<file path="config.mk">
export PLATFORM = sky130hd
export DESIGN_NAME = fetch_sequencer
export DESIGN_NICKNAME = d
export VERILOG_FILES = /design/src/rtl/fetch_sequencer.sv
export SDC_FILE = /design/constraint.sdc
export NUM_CORES = 1
export LEC_CHECK = 0
export CAP_MARGIN = 10
export CORE_UTILIZATION = 46
export CTS_CLUSTER_DIAMETER = 30
export DETAILED_ROUTE_END_ITERATION = 16
export GPL_ROUTABILITY_DRIVEN = 0
export PLACE_DENSITY_LB_ADDON = 0.08
export RECOVER_POWER = 50
export REMOVE_ABC_BUFFERS = 1
export SLEW_MARGIN = 20
export SYNTH_ARGS = -nofsm -noshare
export SYNTH_HDL_FRONTEND = slang
export SYNTH_SLANG_ARGS = --single-unit
</file>
<file path="constraint.sdc">
create_clock -name clock -period 2.3 [get_ports clock]
set_input_delay 0.23 -clock clock [delete_from_list [all_inputs] [get_ports clock]]
set_output_delay 0.23 -clock clock [all_outputs]
set_load 0.05 [all_outputs]
</file>
<file path="src/rtl/fetch_sequencer.sv">
// Instruction fetch/decode/execute sequencer: fetches a word, classifies it by
// decoder ID, and hands off to the datapath, with pause/resume and halt.
module fetch_sequencer #(
  parameter int unsigned         PC_WIDTH     = 16,
  parameter logic [PC_WIDTH-1:0] RESET_VECTOR = '0
) (
  input  logic                clock,
  input  logic                reset,
  input  logic [15:0]         mem_data,
  input  logic                mem_ready,
  input  logic [6:0]          ID,
  input  logic                exec_done,
  input  logic                branch_taken,
  input  logic [PC_WIDTH-1:0] branch_target,
  input  logic                resume,
  output logic [PC_WIDTH-1:0] pc,
  output logic                mem_read,
  output logic [15:0]         instr_reg,
  output logic                exec_start,
  output logic                halted,
  output logic                paused,
  output logic                illegal
);

  // state    | meaning
  // RESET    | one idle cycle after reset or a soft-reset instruction
  // FETCH    | issue mem_read
  // WAIT_MEM | hold mem_read until mem_ready, latch instruction
  // DECODE   | classify ID
  // EXECUTE  | datapath busy until exec_done
  // PAUSE    | wait for a fresh resume rising edge
  // HALT     | absorbing, only reset exits
  typedef enum logic [6:0] {
    S_RESET    = 7'b0000001,
    S_FETCH    = 7'b0000010,
    S_WAIT_MEM = 7'b0000100,
    S_DECODE   = 7'b0001000,
    S_EXECUTE  = 7'b0010000,
    S_PAUSE    = 7'b0100000,
    S_HALT     = 7'b1000000
  } state_t;

  state_t              r_state;
  state_t              w_next;
  logic [PC_WIDTH-1:0] r_pc;
  logic [15:0]         r_instr;
  logic                r_exec_start;
  logic                r_illegal;
  logic                r_sync1;
  logic                r_sync2;
  logic                r_resume_q;
  logic                w_resume_rise;
  logic                w_id_illegal;
  logic [PC_WIDTH-1:0] w_pc_inc;

  assign w_resume_rise = r_sync2 & ~r_resume_q;
  assign w_id_illegal  = (ID == 7'd122) || (ID == 7'd125) ||
                         (ID == 7'd126) || (ID == 7'd127);
  assign w_pc_inc      = r_pc + {{(PC_WIDTH-1){1'b0}}, 1'b1};

  always_ff @(posedge clock or negedge reset) begin
    if (!reset) begin
      r_state <= S_RESET;
    end else begin
      r_state <= w_next;
    end
  end

  always_comb begin
    w_next = r_state;
    case (r_state)
      S_RESET:    w_next = S_FETCH;
      S_FETCH:    w_next = S_WAIT_MEM;
      S_WAIT_MEM: if (mem_ready) w_next = S_DECODE;
      S_DECODE: begin
        if (ID == 7'd75 || w_id_illegal) w_next = S_HALT;
        else if (ID == 7'd70)            w_next = S_PAUSE;
        else if (ID == 7'd100)           w_next = S_RESET;
        else                             w_next = S_EXECUTE;
      end
      S_EXECUTE:  if (exec_done) w_next = S_FETCH;
      S_PAUSE:    if (w_resume_rise) w_next = S_FETCH;
      S_HALT:     w_next = S_HALT;
      default:    w_next = S_RESET;
    endcase
  end

  always_comb begin
    mem_read = 1'b0;
    halted   = 1'b0;
    paused   = 1'b0;
    case (r_state)
      S_FETCH, S_WAIT_MEM: mem_read = 1'b1;
      S_PAUSE:             paused   = 1'b1;
      S_HALT:              halted   = 1'b1;
      default:             ;
    endcase
  end

  always_ff @(posedge clock or negedge reset) begin
    if (!reset) begin
      r_pc         <= RESET_VECTOR;
      r_instr      <= 16'hFFFF;
      r_exec_start <= 1'b0;
      r_illegal    <= 1'b0;
    end else begin
      r_exec_start <= (r_state == S_DECODE) && (w_next == S_EXECUTE);
      if (r_state == S_WAIT_MEM && mem_ready) begin
        r_instr <= mem_data;
        r_pc    <= w_pc_inc;
      end
      if (r_state == S_EXECUTE && exec_done && branch_taken) r_pc <= branch_target;
      if (r_state == S_DECODE && ID == 7'd100) r_pc <= RESET_VECTOR;
      if (r_state == S_DECODE && w_id_illegal) r_illegal <= 1'b1;
    end
  end

  // resume is an unsynchronised button; only a rising edge seen in PAUSE counts
  always_ff @(posedge clock or negedge reset) begin
    if (!reset) begin
      r_sync1    <= 1'b0;
      r_sync2    <= 1'b0;
      r_resume_q <= 1'b0;
    end else begin
      r_sync1    <= resume;
      r_sync2    <= r_sync1;
      r_resume_q <= r_sync2;
    end
  end

  assign pc         = r_pc;
  assign instr_reg  = r_instr;
  assign exec_start = r_exec_start;
  assign illegal    = r_illegal;

endmodule
</file>
==> results.sh <==
export IMPL_status="finished with violations"
export IMPL_failed_checks="max-capacitance violations, max-slew violations"
export IMPL_rsz0062_at_grt="no"
export IMPL_yosys_area_top_type="dfrtp_1"
export IMPL_yosys_warnings=0
export IMPL_antenna_found_initial=0
export IMPL_p_sw_mw=1.76
export IMPL_fin_area_sq_um=3460
export IMPL_critPathMaxFanout=8
export IMPL_synthArstFlopShare_pct=100
export IMPL_clk_pin_slew_ns=0.08
export IMPL_pwr_share_clk_pct=13.4
export IMPL_numCtsBuffers=5
export IMPL_power_frac_seq_pct=36.2
export IMPL_p_sw_share_pct=45.5
export IMPL_p_leak_nw=1.42
export IMPL_post_route_util_pct=67.8
export IMPL_relSlewSlack_pct=-34.3
export IMPL_startpoint_type="flip-flop"
export IMPL_place_inst=421
export IMPL_num_nets_final=404
export IMPL_worst_slew_pin_transition_ns=2.01
export IMPL_synthDistinctLibCells=46
export IMPL_ys_ff_latch=44
export IMPL_power_mw=3.86
export IMPL_drive_above_1_share_pct=12.8
export IMPL_syn_avg_cell_area_sq_um=8.85
export IMPL_intPower_mw=2.10
export IMPL_netlist_area_leader_share_pct=27.7
export IMPL_arrival_ns=1.87
export IMPL_grt_pass1_vias=2195
export IMPL_die_h_microns=74.9
export IMPL_rows=26
export IMPL_diodes=0
export IMPL_setup_violations=0
export IMPL_fmax_mhz=477
export IMPL_final_cell_mix="clkdlybuf4s50_1, nand2_1, dfrtp_1"
export IMPL_cellPowerDensity_nw_per_um2=1110
export IMPL_cts_max_path_buffers=2
export IMPL_p_comb_share_pct=50.4
export IMPL_cts_sinks=44
export IMPL_first_iter_violations=97
export IMPL_core_sq_um=5110
export IMPL_viasPerCell=5.44
export IMPL_hold_viol=0
export IMPL_vias=2332
export IMPL_grt_pass1_wl_microns=10000
export IMPL_grt_overflow_total=0
export IMPL_hpwlAfterDp_microns=4350
export IMPL_final_common_cell="clkdlybuf4s50_1"
export IMPL_vdd_drop_max_mv=0.772
export IMPL_postCtsSetupBuffers=0
export IMPL_post_dp_cell_area_sq_um=3360
export IMPL_portBuffers=81
export IMPL_first_pass_iters=6
export IMPL_grt_total_usage_pct=23.6
export IMPL_critPathRequiredTime_ns=2.07
export IMPL_grt_max_degree=38
export IMPL_syn_instance_count=276
export IMPL_clock_skew_ns=0.00443
export IMPL_start_util_pct=47.8
export IMPL_r2r_slack_ns=0.30
export IMPL_syn_area_sq_um=2440
export IMPL_die_x_microns=74.9
export IMPL_fin_crit_sh_pct=91.1
export IMPL_critPathKind="flip-flop to output port"
export IMPL_fill_cells=445
export IMPL_synth_ff_type="dfrtp_1"
export IMPL_insertion_delay_ns=0.28
export IMPL_boundaryPins=82
export IMPL_die_area_sq_um=5600
export IMPL_drv_cap=1
export IMPL_min_period_ns=2.10
export IMPL_min_path_type="flip-flop to flip-flop"
export IMPL_yosysSeqAreaShare_pct=46.0
export IMPL_hold_ws_ns=0.357
export IMPL_area_growth_pct=41.8
export IMPL_wl_per_cell_microns=14.0
export IMPL_instances_no_fill=429
export IMPL_htree_levels=2
export IMPL_worst_setup_path_end_kind="output port"
export IMPL_cts_tree="done"
export IMPL_synth_edff_count=0
export IMPL_cts_root_buf="clkbuf_8"
export IMPL_drc=0
export IMPL_drv_slew=38
export IMPL_postRouteWirelength_microns=6030
export IMPL_ant_nets=0
export IMPL_synth_area_leaders="dfrtp_1, dfstp_2, nand2_1, nand3_1, a31oi_1"
-- Yosys cell counts (all sizes together), types with 4 or more instances --
master and count:
or3 4, a21oi 15, clkbuf 9, nand3 19, a31oi 15, nor3 5, inv 10, nor2 20
nand4 9, nor3b 4, dfrtp 27, xnor2 4, nand3b 6, nor4 5, mux2 7, buf 6
dfstp 17, nand2 58
-- path summary, 6_finish.rpt --
path,from,to,cells after the start
setup / recovery,r_state[4],mem_read,5
hold / removal,r_sync1,r_sync2,0
setup reg to reg,r_state[4],pc[8],4
hold reg to reg,r_sync1,r_sync2,0
max in group asynchronous,reset,instr_reg[0],2
min in group asynchronous,reset,r_state[2],1
-- timing repair --
item / 4_1_cts / 5_1_grt
gates cloned: 0 / 0
hold buffers: 0 / 0
resized for setup: 1 / 1
setup endpoints to repair: 1 / 1
-- cell type report --
type,instances,area [sq um],share of cell area (%)
sequential,44,1120,32.4
clock buffer,8,100,2.89
tap,70,87.6,2.53
timing repair buffer,90,886,25.6
multi-input combinational,207,1230,35.5
inverter,10,37.5,1.08
-- layer usage --
| metal | wire length, microns | up-vias | GRT usage [%] |
|---|---|---|---|
| li1 | - | 1149 | - |
| met1 | 2730 | 1113 | 31.0 |
| met2 | 2910 | 66 | 38.6 |
| met3 | 339 | 4 | 5.22 |
| met4 | 50 | 0 | 8.39 |
| met5 | 0 | - | 0 |
-- critical path, stage by stage (launching register included) --
cell,delay [ns]
dfrtp_1,0.50
nor3_1,0.30
inv_1,0.08
or3_1,0.33
nor2_1,0.20
buf_12,0.16
-- through the flow --
step           TNS (ns)  worst slack, ns
2_1_floorplan     -1.06           -0.215
3_3_place_gp          0            0.313
3_5_place_dp          0            0.281
4_1_cts               0            0.129
5_1_grt               0           0.0587
6_report              0            0.204
-- power by group through the flow --
stage	clock, mW	sequential [mW]	combinational, mW
3_5_place_dp	0	1.40	1.95
2_1_floorplan	0	2.12	0.504
6_report	0.518	1.40	1.95
5_1_grt	0.572	1.44	2.07
4_1_cts	0.536	1.39	1.96
3_3_place_gp	0	1.39	1.93
-- kinds of logic after synthesis --
family | count (synthesis) | synth area share (%)
flops | 44 | 46.0
xor+xnor | 5 | 1.79
buf+inv | 25 | 4.15
mux | 9 | 4.05
compound gates | 44 | 11.6
fa+ha+maj | 1 | 0.512
simple gates | 148 | 32.0
Note: power is estimated with default switching activity, not from simulation.
